[config.mk]
export PLATFORM = sky130hd
export DESIGN_NAME = issue_dispatch_flat
export DESIGN_NICKNAME = d
export VERILOG_FILES = /design/src/rtl/issue_dispatch_if.sv /design/src/rtl/issue_dispatch.sv /design/src/flat_wrapper.sv
export SDC_FILE = /design/constraint.sdc
export NUM_CORES = 1
export LEC_CHECK = 0
export ABC_AREA = 1
export BUFFER_PORTS_ARGS = -buffer_cell sky130_fd_sc_hd__buf_2
export CELL_PAD_IN_SITES_DETAIL_PLACEMENT = 0
export CELL_PAD_IN_SITES_GLOBAL_PLACEMENT = 1
export CORE_ASPECT_RATIO = 0.8
export CORE_UTILIZATION = 40
export DETAILED_ROUTE_END_ITERATION = 6
export PLACE_DENSITY_LB_ADDON = 0.1
export SLEW_MARGIN = 10
export SYNTH_ARGS = -nofsm -noshare
export SYNTH_HDL_FRONTEND = slang
export SYNTH_SLANG_ARGS = --single-unit
export TNS_END_PERCENT = 20
[constraint.sdc]
create_clock -name clk -period 12.2 [get_ports clk]
set_clock_uncertainty 0.15 [all_clocks]
set_input_delay 2.44 -clock clk [delete_from_list [all_inputs] [get_ports clk]]
set_output_delay 2.44 -clock clk [all_outputs]
set_load 0.005 [all_outputs]
[src/rtl/issue_dispatch_if.sv]
// rtl/issue_dispatch_if.sv - decoder-to-issue and issue-to-station handshake bundle
interface issue_dispatch_if;
  logic        in_valid;
  logic        in_ready;
  logic [31:0] in_instr;
  logic [2:0]  in_alu_ctrl;
  logic [1:0]  in_imm_src;
  logic        in_imminstr;
  logic        in_load_en;
  logic        in_store_en;
  logic        in_add_en;
  logic        in_mul_en;

  logic        ld_valid;
  logic        st_valid;
  logic        add_valid;
  logic        mul_valid;
  logic        ld_ready;
  logic        st_ready;
  logic        add_ready;
  logic        mul_ready;

  logic [2:0]  iss_op;
  logic [4:0]  iss_rd;
  logic [4:0]  iss_rs1;
  logic [4:0]  iss_rs2;
  logic [31:0] iss_imm;
  logic        iss_imminstr;

  modport master (
    output in_valid, in_instr, in_alu_ctrl, in_imm_src, in_imminstr,
           in_load_en, in_store_en, in_add_en, in_mul_en,
           ld_ready, st_ready, add_ready, mul_ready,
    input  in_ready, ld_valid, st_valid, add_valid, mul_valid,
           iss_op, iss_rd, iss_rs1, iss_rs2, iss_imm, iss_imminstr
  );

  modport slave (
    input  in_valid, in_instr, in_alu_ctrl, in_imm_src, in_imminstr,
           in_load_en, in_store_en, in_add_en, in_mul_en,
           ld_ready, st_ready, add_ready, mul_ready,
    output in_ready, ld_valid, st_valid, add_valid, mul_valid,
           iss_op, iss_rd, iss_rs1, iss_rs2, iss_imm, iss_imminstr
  );
endinterface

[src/rtl/issue_dispatch.sv]
// rtl/issue_dispatch.sv - in-order issue stage feeding the load/store/add/mul reservation stations
module issue_dispatch #(
  parameter int DEPTH = 4,
  parameter int CNT_W = 16
) (
  input  logic             clk,
  input  logic             reset,
  input  logic             flush,
  issue_dispatch_if.slave  bus,
  output logic [CNT_W-1:0] issued_cnt,
  output logic [CNT_W-1:0] dropped_cnt,
  output logic             empty
);
  localparam int AW = $clog2(DEPTH);
  localparam logic [AW:0] FULL_CNT = (AW+1)'(DEPTH);

  typedef enum logic [2:0] {
    CLS_NONE = 3'd0,
    CLS_LD   = 3'd1,
    CLS_ST   = 3'd2,
    CLS_ADD  = 3'd3,
    CLS_MUL  = 3'd4
  } cls_t;

  logic [31:0] instr_q [DEPTH];
  logic [2:0]  op_q    [DEPTH];
  logic [1:0]  src_q   [DEPTH];
  logic        immi_q  [DEPTH];
  cls_t        cls_q   [DEPTH];

  logic [AW-1:0] rd_ptr;
  logic [AW-1:0] wr_ptr;
  logic [AW:0]   count;
  logic          full;
  logic          push;
  logic          pop;
  logic          issue;
  logic          drop;
  cls_t          in_cls;
  cls_t          head_cls;

  // Only a single asserted enable names a station; anything else is never executed.
  always_comb begin
    in_cls = CLS_NONE;
    case ({bus.in_load_en, bus.in_store_en, bus.in_add_en, bus.in_mul_en})
      4'b1000: in_cls = CLS_LD;
      4'b0100: in_cls = CLS_ST;
      4'b0010: in_cls = CLS_ADD;
      4'b0001: in_cls = CLS_MUL;
      default: in_cls = CLS_NONE;
    endcase
  end

  assign full         = (count == FULL_CNT);
  assign empty        = (count == '0);
  assign bus.in_ready = !full;
  assign push         = bus.in_valid && !full;

  assign head_cls      = cls_q[rd_ptr];
  assign bus.ld_valid  = !empty && (head_cls == CLS_LD);
  assign bus.st_valid  = !empty && (head_cls == CLS_ST);
  assign bus.add_valid = !empty && (head_cls == CLS_ADD);
  assign bus.mul_valid = !empty && (head_cls == CLS_MUL);

  assign issue = (bus.ld_valid  && bus.ld_ready)  ||
                 (bus.st_valid  && bus.st_ready)  ||
                 (bus.add_valid && bus.add_ready) ||
                 (bus.mul_valid && bus.mul_ready);
  assign drop  = !empty && (head_cls == CLS_NONE);
  assign pop   = issue || drop;

  assign bus.iss_op       = op_q[rd_ptr];
  assign bus.iss_rd       = instr_q[rd_ptr][11:7];
  assign bus.iss_rs1      = instr_q[rd_ptr][19:15];
  assign bus.iss_rs2      = instr_q[rd_ptr][24:20];
  assign bus.iss_imminstr = immi_q[rd_ptr];

  always_comb begin
    bus.iss_imm = '0;
    case (src_q[rd_ptr])
      2'b00:   bus.iss_imm = {{20{instr_q[rd_ptr][31]}}, instr_q[rd_ptr][31:20]};
      2'b01:   bus.iss_imm = {{20{instr_q[rd_ptr][31]}}, instr_q[rd_ptr][31:25],
                              instr_q[rd_ptr][11:7]};
      default: bus.iss_imm = '0;
    endcase
  end

  // Storage is cleared on reset so the idle payload outputs are defined values.
  always_ff @(posedge clk or posedge reset) begin
    if (reset) begin
      rd_ptr      <= '0;
      wr_ptr      <= '0;
      count       <= '0;
      issued_cnt  <= '0;
      dropped_cnt <= '0;
      for (int i = 0; i < DEPTH; i++) begin
        instr_q[i] <= '0;
        op_q[i]    <= '0;
        src_q[i]   <= '0;
        immi_q[i]  <= 1'b0;
        cls_q[i]   <= CLS_NONE;
      end
    end else if (flush) begin
      rd_ptr <= '0;
      wr_ptr <= '0;
      count  <= '0;
    end else begin
      if (push) begin
        instr_q[wr_ptr] <= bus.in_instr;
        op_q[wr_ptr]    <= bus.in_alu_ctrl;
        src_q[wr_ptr]   <= bus.in_imm_src;
        immi_q[wr_ptr]  <= bus.in_imminstr;
        cls_q[wr_ptr]   <= in_cls;
        wr_ptr          <= wr_ptr + AW'(1);
      end
      if (pop) begin
        rd_ptr <= rd_ptr + AW'(1);
      end
      if (push && !pop) begin
        count <= count + (AW+1)'(1);
      end else if (!push && pop) begin
        count <= count - (AW+1)'(1);
      end
      if (issue) begin
        issued_cnt <= issued_cnt + CNT_W'(1);
      end
      if (drop) begin
        dropped_cnt <= dropped_cnt + CNT_W'(1);
      end
    end
  end
endmodule
[src/flat_wrapper.sv]
// flat-port wrapper written by rule: the top's interface ports become plain ports
module issue_dispatch_flat 
#(
  parameter int DEPTH = 4,
  parameter int CNT_W = 16
)
  (clk, reset, flush, issued_cnt, dropped_cnt, empty, bus_in_valid, bus_in_instr, bus_in_alu_ctrl, bus_in_imm_src, bus_in_imminstr, bus_in_load_en, bus_in_store_en, bus_in_add_en, bus_in_mul_en, bus_ld_ready, bus_st_ready, bus_add_ready, bus_mul_ready, bus_in_ready, bus_ld_valid, bus_st_valid, bus_add_valid, bus_mul_valid, bus_iss_op, bus_iss_rd, bus_iss_rs1, bus_iss_rs2, bus_iss_imm, bus_iss_imminstr);
  issue_dispatch_if bus_i ();
  input  logic clk;
  input  logic reset;
  input  logic flush;
  output logic [CNT_W-1:0] issued_cnt;
  output logic [CNT_W-1:0] dropped_cnt;
  output logic empty;
  input wire logic [$bits(bus_i.in_valid)-1:0] bus_in_valid;
  input wire logic [$bits(bus_i.in_instr)-1:0] bus_in_instr;
  input wire logic [$bits(bus_i.in_alu_ctrl)-1:0] bus_in_alu_ctrl;
  input wire logic [$bits(bus_i.in_imm_src)-1:0] bus_in_imm_src;
  input wire logic [$bits(bus_i.in_imminstr)-1:0] bus_in_imminstr;
  input wire logic [$bits(bus_i.in_load_en)-1:0] bus_in_load_en;
  input wire logic [$bits(bus_i.in_store_en)-1:0] bus_in_store_en;
  input wire logic [$bits(bus_i.in_add_en)-1:0] bus_in_add_en;
  input wire logic [$bits(bus_i.in_mul_en)-1:0] bus_in_mul_en;
  input wire logic [$bits(bus_i.ld_ready)-1:0] bus_ld_ready;
  input wire logic [$bits(bus_i.st_ready)-1:0] bus_st_ready;
  input wire logic [$bits(bus_i.add_ready)-1:0] bus_add_ready;
  input wire logic [$bits(bus_i.mul_ready)-1:0] bus_mul_ready;
  output wire logic [$bits(bus_i.in_ready)-1:0] bus_in_ready;
  output wire logic [$bits(bus_i.ld_valid)-1:0] bus_ld_valid;
  output wire logic [$bits(bus_i.st_valid)-1:0] bus_st_valid;
  output wire logic [$bits(bus_i.add_valid)-1:0] bus_add_valid;
  output wire logic [$bits(bus_i.mul_valid)-1:0] bus_mul_valid;
  output wire logic [$bits(bus_i.iss_op)-1:0] bus_iss_op;
  output wire logic [$bits(bus_i.iss_rd)-1:0] bus_iss_rd;
  output wire logic [$bits(bus_i.iss_rs1)-1:0] bus_iss_rs1;
  output wire logic [$bits(bus_i.iss_rs2)-1:0] bus_iss_rs2;
  output wire logic [$bits(bus_i.iss_imm)-1:0] bus_iss_imm;
  output wire logic [$bits(bus_i.iss_imminstr)-1:0] bus_iss_imminstr;
  assign bus_i.in_valid = bus_in_valid;
  assign bus_i.in_instr = bus_in_instr;
  assign bus_i.in_alu_ctrl = bus_in_alu_ctrl;
  assign bus_i.in_imm_src = bus_in_imm_src;
  assign bus_i.in_imminstr = bus_in_imminstr;
  assign bus_i.in_load_en = bus_in_load_en;
  assign bus_i.in_store_en = bus_in_store_en;
  assign bus_i.in_add_en = bus_in_add_en;
  assign bus_i.in_mul_en = bus_in_mul_en;
  assign bus_i.ld_ready = bus_ld_ready;
  assign bus_i.st_ready = bus_st_ready;
  assign bus_i.add_ready = bus_add_ready;
  assign bus_i.mul_ready = bus_mul_ready;
  assign bus_in_ready = bus_i.in_ready;
  assign bus_ld_valid = bus_i.ld_valid;
  assign bus_st_valid = bus_i.st_valid;
  assign bus_add_valid = bus_i.add_valid;
  assign bus_mul_valid = bus_i.mul_valid;
  assign bus_iss_op = bus_i.iss_op;
  assign bus_iss_rd = bus_i.iss_rd;
  assign bus_iss_rs1 = bus_i.iss_rs1;
  assign bus_iss_rs2 = bus_i.iss_rs2;
  assign bus_iss_imm = bus_i.iss_imm;
  assign bus_iss_imminstr = bus_i.iss_imminstr;
  issue_dispatch #(.DEPTH(DEPTH), .CNT_W(CNT_W)) u_core (.clk(clk), .reset(reset), .flush(flush), .bus(bus_i), .issued_cnt(issued_cnt), .dropped_cnt(dropped_cnt), .empty(empty));
endmodule
; ---- After elaboration in Yosys (flattened, before gate mapping)
; Index checks and enable logic that the tools add are counted.
; Widths: inputs -> output; s select.
[word_totals]
regBits = 203
input_bits = 50
output_inout_bits = 89
[classes]
addsub = 6
n_lt_le_gt_ge = 3
n_eq_ne = 10
n_mux = 37
bitwise_logic = 3
n_reduce_logical = 30
[ops]
columns = cell, n
row1 = $bwmux 128, 1
row2 = $mux 32, 3
row3 = $bmux 32 s2, 1
row4 = $demux 32 s2, 1
row5 = $pmux 32 s2, 1
row6 = $add 16x1->16 const B, 2
row7 = $bwmux 12, 2
row8 = $mux 3, 8
row9 = $mux 2, 7
row10 = $logic_and 1x1->1, 13
row11 = $bmux 3 s2, 2
row12 = $pmux 3 s4, 1
row13 = $bwmux 8, 1
row14 = $demux 3 s2, 1
row15 = $eq 3x2->1 const B, 2
row16 = $eq 3x3->1 const B, 2
row17 = $ge 3x3->1 const B, 2
row18 = $logic_not 3->1, 2
row19 = $not 2->3, 2
row20 = $reduce_and 2->1, 3
row21 = $add 2x1->2 const B, 2
row22 = $bmux 2 s2, 1
row23 = $bwmux 4, 1
row24 = $demux 2 s2, 1
row25 = 18 further kinds, 27

; ---- Depth between registers and ports, before layout
; Gate-level depths: netlist of run 1.
[logic_depth]
depth_word = 15
mapped_depth = 18
mapped_depth_nobuf = 18

; ---- Least setup slack after synthesis of run 1
; No wires, ideal clock.
[synth_path]
kind = register -> output
from = register u_core.rd_ptr[0]
to = output port bus_iss_imm[12]
arrival_ns = 2.859
required_time_ns = 9.610
path_slack_ns = 6.751
stages_incl_launch_ff = 8
n_path_buf = 4
path_cell_list = dfrtp_1 inv_2 buf_2 buf_2 buf_1 nand2_1 a221oi_1 buf_4
[synth_between]
elab_chain_len = 6
[synth_rtl]
columns = element, line_no
row1 = from (decl), issue_dispatch.sv:31  ; logic [AW-1:0] rd_ptr;
row2 = from (signal assigned), issue_dispatch.sv:117  ; rd_ptr <= rd_ptr + AW'(1);
row3 = $not 2->3 (not written as such) *, "issue_dispatch.sv:80, issue_dispatch.sv:81, issue_dispatch.sv:82"
row4 = $bmux 2 s2, issue_dispatch.sv:80  ; case (src_q[rd_ptr])
row5 = $mux 2 (not written as such) (2 in a row), issue_dispatch.sv:80
row6 = $eq 2x1->1 / $logic_not 2->1 (equally long branches), issue_dispatch.sv:80
row7 = $pmux 32 s2 *, issue_dispatch.sv:80
row8 = to (decl), flat_wrapper.sv:37  ; output wire logic [$bits(bus_i.iss_imm)-1:0] bus_iss_imm;
; Mark *: on every way between the ends. The rest lies on a longest branch, timed or not. The select of a mux whose other input is x is not followed.

; ---- Worst setup path after layout of run 1
[layout_path]
from = register u_core.rd_ptr[0]
to = output port bus_iss_imm[4]
[layout_between]
elab_chain_len = 6
[layout_rtl]
columns = element, line_no
row1 = $not 2->3 (not written as such) *, "issue_dispatch.sv:80, issue_dispatch.sv:81, issue_dispatch.sv:83"
row2 = $bmux 2 s2, issue_dispatch.sv:80
row3 = $mux 2 (not written as such) (2 in a row), issue_dispatch.sv:80
row4 = $eq 2x1->1 / $logic_not 2->1 (equally long branches), issue_dispatch.sv:80
row5 = $pmux 32 s2 *, issue_dispatch.sv:80
; Marked as above.

==> summary.txt, run 1 <==
Place
  – Post-DP HPWL: 11.25 mm
  – Post-Place Worst Slack: 6955 ps
  – Port Buffers: 128
  – Placer Congestion: 0.7959

Clocking
  – CTS tree: built
  – Cts hold-fix bufs: 0
  – Setup Fix Bufs, Post-CTS: 0
  – Clock tree sinks: 163
  – Max clock buf depth: 2
  – PostCTS Resize Cnt: 0
  – H-tree depth: 4
  – Clk_lat worst skew: 420 ps
  – Root buffer cell: clkbuf_16
  – Num CTS Buffers: 17
  – Worst-path clk slew: 70 ps

Critical path
  – Max incr delay on CP: 820 ps
  – CP top delay family: compound AO/OA/AOI/OAI gates
  – Slowest cell on the critical path: a32oi_1
  – Setup Crit Path Kind: flop to output pin
  – Crit path DAT: 2990 ps
  – Cells along the critical path: inv_2, buf_4, nand2_1, a32oi_1, nor2_1, a22o_1, buf_2
  – Worst Path Required: 9610 ps
  – Startpoint types: flop
  – Critical path buffers and inverters: 3
  – Critical Path Sink Type: output pin
  – CP Max Fanout: 62

Power and ir drop
  – Total power: 2.263 mW
  – VDD IR max: 0.09879 mV
  – Power per cell area: 248.7 nW/um2
  – Leakage dissipation: 4.655 nW

Synth
  – Share of the synthesized area in the top cell type: 52.15%
  – Ranking of synthesized cells by area: dfrtp_1, nand2_1, o21ai_0
  – Share of synthesized registers carrying an async set or reset: 100.0%
  – #FFs+latches synth: 163
  – Avg Inst Size Synth: 8.501 um2
  – Netlist cell types: 40
  – Syn. warnings: 0
  – Most frequent cell after synthesis: nand2_1
  – Post-synthesis sequential area ratio: 52.15%
  – Mapped Nets: 977
  – Synth top cells by count: nand2_1, dfrtp_1, o21ai_0
  – Post-Syn Instances: 920
  – Top FF cell, synth: dfrtp_1
  – Synthesized cell area: 7821 um2
  – Synth area leader: dfrtp_1
  – Post-synth EDFFs: 0

STA
  – Max Slew Vio Count: 0
  – Slew margin rel.: 27.76%
  – Hold Slack: 318.6 ps
  – Period utilization: 45.77%
  – Worst slew pin tran: 1080 ps
  – Sum Neg Setup Slack: 0 ps
  – RSZ-0062 raised after global routing: no
  – Final hold violations: 0
  – Fin crit period: 5584 ps
  – Max Clk Rate: 179.1 MHz
  – Fin worst setup slack: 6616 ps
  – Final setup viols: 0

Finish
  – Filler Cells Inserted: 1,906
  – ANT cells: 0
  – Layout Nets: 1,067
  – Layout cells sized above 1: 20.33%
  – Area Growth Syn to Fin: 16.33%

Routing
  – Router iterations before antenna repair: 5
  – Antenna Nets Post-Route: 0
  – WL per Instance: 14.56 um
  – DR iter-0 viols: 387
  – Wirelength, routed: 18.65 mm
  – Vias: 6,177
  – Vias per std cell: 4.822
  – DRC viols: 0

Global route
  – First-pass GRT wire length: 30.69 mm
  – GRT overflow: 0
  – Largest net degree at the start of global routing: 85
  – Initial antenna violation count: 0
  – Number of global-route vias before repair: 5,872
  – Total track usage: 19.81%

Die
  – Core area: 19,090 um2
  – Initial Utilization: 40.98%
  – IO Count: 139
  – Die area: 20,120 um2
  – Die Ht: 127.1 um
  – Die X-Extent: 158.3 um
  – Row cnt: 45

Outcome
  – Status: completed

Job
  – Max_cap viols: 0

Min path
  – Tightest Hold Check Type: flop to flop
-- flip-flops by register name, summed over array words and instances, names as in the netlist --
name                count
u_core.cls_q           12
u_core.op_q            12
u_core.issued_cnt      16
u_core.wr_ptr           2
u_core.rd_ptr           2
u_core.immi_q           4
u_core.instr_q         88
u_core.count            3
u_core.src_q            8
u_core.dropped_cnt     16
-- per-stage QoR --
stage	instances	util [%]	area [um2]
after floorplan	920	-	7821
after global placement	1248	44.58	8508
after detailed placement	1248	44.58	8508
after CTS	1280	47.63	9091
after global routing	1281	47.67	9099
final	1281	47.67	9099
-- cell families after synthesis --
| logic type | after synthesis | share of synthesized area, % |
|---|---|---|
| and+or+nand+nor | 370 | 20.64 |
| AOI/OAI and AO/OA | 212 | 14.61 |
| DFF | 163 | 52.15 |
| adders and majority gates | 7 | 1.216 |
| buffers and inverters | 139 | 8.047 |
| xor gates and xnor gates | 29 | 3.343 |
-- routing by layer --
metal / vias up / track usage (%) / wire [um]
met3: 10 / 4.138 / 693
met5: - / 0 / 0
met1: 2907 / 28.20 / 9349
li1: 3156 / - / -
met2: 104 / 30.88 / 8456
met4: 0 / 4.581 / 147
-- area by class of cell --
type	count	area (um2)	share of cell area, %
clock buffers	18	429.2	4.717
clock inverters	14	153.9	1.691
inverters	75	290.3	3.190
multi-input cells	618	3129	34.39
flip-flops and latches	163	4080	44.84
well taps	258	322.8	3.548
repair buffers	135	693.2	7.618
-- cells in the final DEF (no fill, tap or decap), types with 5 or more instances in the layout --
cell,count
a22o_1,6
dfrtp_1,162
clkinvlp_4,5
nand3_1,20
inv_6,5
a21oi_1,14
nand3_2,7
xor2_1,17
ha_1,6
inv_2,6
xnor2_1,11
o21ai_0,155
nand2_2,11
a221oi_1,5
o21ai_1,8
nand2_1,234
o22ai_1,20
inv_1,66
nor3_1,8
buf_2,128
clkbuf_16,17
buf_4,7
nor2_1,70
-- report_power, final --
part	internal (mW)	leakage (nW)	total [mW]	switching [mW]
registers	0.725	2.10	0.832	0.106
clock network	0.304	0.272	0.535	0.231
logic	0.356	2.28	0.896	0.540
-- final timing paths --
kind	startpoint	to	slack [ps]	depth (start not counted)
min in group asynchronous	reset	u_core.issued_cnt[12]	2020	2
worst min register to register	u_core.dropped_cnt[15]	u_core.dropped_cnt[15]	320	1
worst min-delay path	u_core.dropped_cnt[15]	u_core.dropped_cnt[15]	320	1
worst max register to register	u_core.rd_ptr[0]	u_core.count[2]	9200	17
max in group asynchronous	reset	u_core.rd_ptr[0]	8300	3
worst max-delay path	u_core.rd_ptr[0]	bus_iss_imm[4]	6620	7
-- worst register-to-register path: stages, from the launching register on --
cell     delay (ps)
dfrtp_2         400
inv_2            40
buf_4           530
nand2_1         110
nand3_1         110
nand2_2         130
nor2_1          120
nand3_1         120
nand2_4         100
nor2_8           60
nand3_2         100
inv_1            60
fa_1            370
xnor2_1         190
nand4_1         120
nand2_1          80
nand3_1          60
nand2_1          70
No activity file was read; power rests on OpenSTA's default activity.
==> inputs of run 2 (changes only) <==
- clock period: 12.2 -> 5.6 ns (I/O delays scaled with it)
==> summary.txt, run 2 (synthesis results as in run 1) <==
Global route
  – Largest net degree at the start of global routing: 164
  – Number of global-route vias before repair: 5,804
  – First-pass GRT wire length: 30.69 mm
  – GRT overflow: 0
  – Initial antenna violation count: 0
  – Total track usage: 19.87%

Job
  – Max_cap viols: 0

Die
  – Die X-Extent: 158.3 um
  – Row cnt: 45
  – Initial Utilization: 40.98%
  – Die area: 20,120 um2
  – Die Ht: 127.1 um
  – IO Count: 139
  – Core area: 19,090 um2

Critical path
  – CP Max Fanout: 32
  – Slowest cell on the critical path: buf_4
  – Setup Crit Path Kind: flop to output pin
  – Cells along the critical path: inv_2, buf_4, nand2_1, a32o_1, nor2_1, a22o_1, buf_2
  – Max incr delay on CP: 450 ps
  – Crit path DAT: 2610 ps
  – Startpoint types: flop
  – Critical Path Sink Type: output pin
  – Worst Path Required: 4330 ps

Finish
  – Area Growth Syn to Fin: 15.97%
  – Layout cells sized above 1: 20.25%
  – Layout Nets: 1,066
  – ANT cells: 0
  – Largest regs: u_core.instr_q (88), u_core.dropped_cnt (16), u_core.issued_cnt (16)
  – Commonest non-fill, non-tap cell in the layout: nand2_1
  – Reg with most FFs: u_core.instr_q
  – Util after Layout: 47.52%
  – Most frequent cells in the layout: nand2_1, dfrtp_1, o21ai_0, buf_2, nor2_1
  – Max reg flops: 88
  – Filler Cells Inserted: 1,937

Place
  – Post-DP HPWL: 11.33 mm
  – Post-Place Worst Slack: 2130 ps
  – Port Buffers: 128
  – Placer Congestion: 0.7987

Min path
  – Tightest Hold Check Type: flop to flop

STA
  – Fin worst setup slack: 1720 ps
  – RSZ-0062 raised after global routing: no
  – Fin crit period: 3880 ps
  – Period utilization: 69.29%
  – Max Clk Rate: 257.7 MHz
  – Max Slew Vio Count: 0
  – Worst slew pin tran: 1147 ps
  – Final hold violations: 0
  – Slew margin rel.: 23.24%
  – Hold Slack: 317.4 ps
  – Sum Neg Setup Slack: 0 ps
  – Final setup viols: 0

Clocking
  – Worst-path clk slew: 60 ps
  – Max clock buf depth: 2
  – Num CTS Buffers: 17
  – Root buffer cell: clkbuf_16
  – Setup Fix Bufs, Post-CTS: 0
  – Clock tree sinks: 163
  – CTS tree: built
  – Clk_lat worst skew: 420 ps
  – Cts hold-fix bufs: 0
  – PostCTS Resize Cnt: 0
  – H-tree depth: 4

Routing
  – Router iterations before antenna repair: 4
  – DRC viols: 0
  – Antenna Nets Post-Route: 0
  – Wirelength, routed: 18.88 mm
  – Vias per std cell: 4.788
  – Vias: 6,128
  – DR iter-0 viols: 372
  – WL per Instance: 14.75 um

Power and ir drop
  – VDD IR max: 0.2125 mV
  – Leakage dissipation: 4.643 nW
  – Power per cell area: 538.7 nW/um2

Outcome
  – Status: completed
==> run 2: changes by cell type in the layout (fill, tap and decap cells not counted), moves of 2 or more <==
cell | previous run | this run
buf_4 | 7 | 5
bufinv_16 | 2 | 0
clkbuf_8 | 0 | 2
clkinv_4 | 0 | 4
inv_6 | 5 | 2
==> run 2: worst paths after layout <==
path | startpoint | endpoint | slack, ps | depth (start not counted)
hold / removal | u_core.dropped_cnt[15] | u_core.dropped_cnt[15] | 320 | 1
hold reg to reg | u_core.dropped_cnt[15] | u_core.dropped_cnt[15] | 320 | 1
setup reg to reg | u_core.rd_ptr[1] | u_core.count[2] | 2580 | 16
min in group asynchronous | reset | u_core.dropped_cnt[2] | 810 | 3
max in group asynchronous | reset | u_core.rd_ptr[0] | 3830 | 3
setup / recovery | u_core.rd_ptr[0] | bus_iss_imm[0] | 1720 | 7
==> run 2: layer usage <==
layer	wire, um	part of all wire, %	vias to the layer above	track usage (%)
li1	-	-	3150	-
met1	9938	53	2881	29.58
met2	8137	43	89	29.31
met3	709	3.8	8	4.817
met4	92	0.49	0	3.846
met5	0	0	-	0
==> run 2: critical path: cells and delay by family, from the launching register on <==
kind	cells	cell delay [ps]
flops	1	400
buf+inv	3	990
simple gates	2	330
compound gates	2	460
==> run 2: area by class of cell <==
class / count / area [um2] / share of cell area (%)
multi-input combinational: 618 / 3123 / 34.43
sequential: 163 / 4080 / 44.99
tap: 258 / 322.8 / 3.559
clock buffer: 19 / 452.9 / 4.994
timing repair buffer: 134 / 698.2 / 7.698
inverter: 75 / 289.0 / 3.187
clock inverter: 13 / 103.9 / 1.145
==> run 2: stage by stage <==
stage          std cells  total power, mW  area, um2
3_5_place_dp        1248            3.831       8513
4_1_cts             1280            4.948       9070
2_1_floorplan        920            3.227       7825
5_1_grt             1280            5.296       9070
3_3_place_gp        1248            3.811       8513
6_report            1280            4.886       9070
==> run 2: where the power goes <==
| part | internal [mW] | total (mW) | switching [mW] | leakage [nW] |
|---|---|---|---|---|
| logic | 0.781 | 1.97 | 1.19 | 2.28 |
| clock network | 0.597 | 1.10 | 0.502 | 0.264 |
| registers | 1.58 | 1.81 | 0.234 | 2.10 |
| total | 2.96 | 4.89 | 1.93 | 4.64 |
==> inputs of run 3 (changes only) <==
- ABC_AREA: 1 -> 0
- clock period: 5.6 -> 4 ns (I/O delays scaled with it)
==> summary.txt, run 3 <==
Power and ir drop
  – Flop pwr share: 38.3%
  – P_sw: 2.098 mW
  – VDD IR max: 0.3023 mV
  – Switching share of power: 30.89%
  – Power per cell area: 745.8 nW/um2
  – Leakage dissipation: 4.252 nW
  – Combinational share of power: 36.6%
  – Clock Power Share: 25.1%
  – Pint: 4.695 mW

Global route
  – GRT overflow: 0
  – Total track usage: 17.51%
  – Initial antenna violation count: 2
  – Number of global-route vias before repair: 4,915
  – Largest net degree at the start of global routing: 89
  – First-pass GRT wire length: 26.19 mm

Critical path
  – Max incr delay on CP: 780 ps
  – Worst Path Required: 3050 ps
  – Critical Path Sink Type: output pin
  – CP dominant cell by count: buf_4
  – Critical path buffers and inverters: 3
  – Cells along the critical path: buf_4, mux4_2, nor2b_1, buf_4, buf_2
  – Slowest cell on the critical path: mux4_2
  – Setup Crit Path Kind: flop to output pin
  – CP Max Fanout: 22
  – Crit path DAT: 2670 ps
  – Startpoint types: flop
  – CP top delay family: buffers and inverters

Clocking
  – H-tree depth: 4
  – Setup Fix Bufs, Post-CTS: 0
  – Root buffer cell: clkbuf_16
  – PostCTS Resize Cnt: 0
  – Num CTS Buffers: 17
  – Max clock buf depth: 2
  – Worst-path clk slew: 60 ps
  – CTS tree: built
  – Cts hold-fix bufs: 0
  – Clock tree sinks: 163
  – Clk_lat worst skew: 420 ps

Finish
  – Layout cells sized above 1: 49.11%
  – Commonest non-fill, non-tap cell in the layout: dfrtp_1
  – Most frequent cells in the layout: dfrtp_1, buf_2, mux2_2, mux4_2, xnor2_1
  – Reg with most FFs: u_core.instr_q
  – Max reg flops: 88
  – Area Growth Syn to Fin: 18.18%
  – Non-filler cells, final: 933
  – Layout Nets: 719
  – Largest regs: u_core.instr_q (88), u_core.dropped_cnt (16), u_core.issued_cnt (16)
  – Util after Layout: 48.15%

STA
  – Max Slew Vio Count: 0
  – Fin crit period: 3616 ps
  – Period utilization: 90.39%
  – Worst slew pin tran: 1010 ps
  – Final hold violations: 0
  – RSZ-0062 raised after global routing: no
  – Sum Neg Setup Slack: 0 ps
  – Max Clk Rate: 276.6 MHz
  – Fin worst setup slack: 384.2 ps
  – Slew margin rel.: 32.45%
  – Final setup viols: 0

Synth
  – Syn. warnings: 0
  – Top FF cell, synth: dfrtp_1
  – Netlist cell types: 46
  – Most frequent cell after synthesis: dfrtp_1
  – Synthesized cell area: 7707 um2
  – Share of the synthesized area in the top cell type: 52.92%
  – Post-synth EDFFs: 0
  – Synth area leader: dfrtp_1
  – Synth top cells by count: dfrtp_1, mux2_2, mux4_2
  – #FFs+latches synth: 163
  – Post-synthesis sequential area ratio: 52.92%
  – Mapped Nets: 611
  – Post-Syn Instances: 554
  – Avg Inst Size Synth: 13.91 um2
  – Ranking of synthesized cells by area: dfrtp_1, mux2_2, mux4_2
  – Share of synthesized registers carrying an async set or reset: 100.0%

Min path
  – Tightest Hold Check Type: flop to flop

Die
  – Core area: 18,920 um2
  – Die Ht: 126.2 um
  – Row cnt: 45
  – IO Count: 139
  – Initial Utilization: 40.74%
  – Die area: 19,830 um2
  – Die X-Extent: 157.2 um

Job
  – Max_cap viols: 0

Routing
  – Antenna Nets Post-Route: 0
  – Vias per std cell: 5.099
  – DRC viols: 0
  – Vias: 4,757
  – WL per Instance: 17.32 um
  – DR iter-0 viols: 248
  – Wirelength, routed: 16.16 mm
  – Router iterations before antenna repair: 4

Place
  – Post-DP HPWL: 10.31 mm
  – Post-Place Worst Slack: 760.2 ps
  – Port Buffers: 128
  – Placer Congestion: 0.7276
  – Cells after DPL: 901

Outcome
  – Status: completed
run 3: changes by cell type in the layout (fill, tap and decap cells not counted), moves of 12 or more:
cell,previous run,this run
a21oi_1,14,2
inv_1,66,8
mux2_2,0,114
mux4_2,0,32
nand2_1,234,20
nor2_1,70,20
o21ai_0,155,14
o22ai_1,20,0
xnor2_1,11,29
run 3: logic make-up (layout without fill, tap and decap cells):
logic type	count (synthesis)	in the layout	synth area share, %
AO/OA/AOI/OAI	34	34	3.182
XOR/XNOR	35	35	3.977
adder cells (fa/ha/maj)	7	7	1.234
buffers and inverters	57	177	4.058
flip-flops	163	163	52.92
multiplexers	155	155	27.21
other	0	1	0
AND/OR/NAND/NOR	103	103	7.419
run 3: metrics by stage:
stage	power, mW	hold WS (ps)	area, um2
after floorplan	4.461	294.6	7711
after detailed placement	5.172	315.0	8488
after global routing	7.290	343.2	9106
after global placement	5.087	305.2	8488
final	6.793	313.9	9109
after CTS	6.903	323.6	9106
run 3: metal layers:
metal	vias up	wire, um	track usage, %
met5	-	11	0
met4	2	153	4.683
met3	13	836	5.437
met2	108	7935	28.55
met1	2443	7221	22.55
li1	2191	-	-
run 3: power by group through the flow:
| stage | Combinational, mW | Sequential (mW) | Clock (mW) |
|---|---|---|---|
| after floorplan | 1.95 | 2.51 | 0 |
| after global placement | 2.50 | 2.58 | 0 |
| after detailed placement | 2.54 | 2.63 | 0 |
| after CTS | 2.55 | 2.60 | 1.75 |
| after global routing | 2.78 | 2.68 | 1.82 |
| final | 2.49 | 2.60 | 1.70 |
run 3: cell type report:
| type | instances | area (um2) |
|---|---|---|
| Sequential cell | 163 | 4081 |
| Inverter | 9 | 37.54 |
| Multi-Input combinational cell | 334 | 3326 |
| Fill cell | 1704 | 9809 |
| Clock inverter | 11 | 151.4 |
| Antenna cell | 1 | 2.502 |
| Clock buffer | 20 | 466.7 |
| Timing Repair Buffer | 137 | 720.7 |
| Tap cell | 258 | 322.8 |
run 3: path summary, 6_finish.rpt:
| kind | endpoint | slack, ps | from | cells past startpoint |
|---|---|---|---|---|
| setup / recovery | bus_iss_imm[31] | 380 | u_core.rd_ptr[0] | 5 |
| hold / removal | u_core.issued_cnt[15] | 310 | u_core.issued_cnt[15] | 1 |
| setup reg to reg | u_core.count[2] | 890 | u_core.rd_ptr[0] | 8 |
| hold reg to reg | u_core.issued_cnt[15] | 310 | u_core.issued_cnt[15] | 1 |
| max in group asynchronous | u_core.op_q[1] | 2550 | reset | 3 |
| min in group asynchronous | u_core.wr_ptr[1] | 320 | reset | 2 |
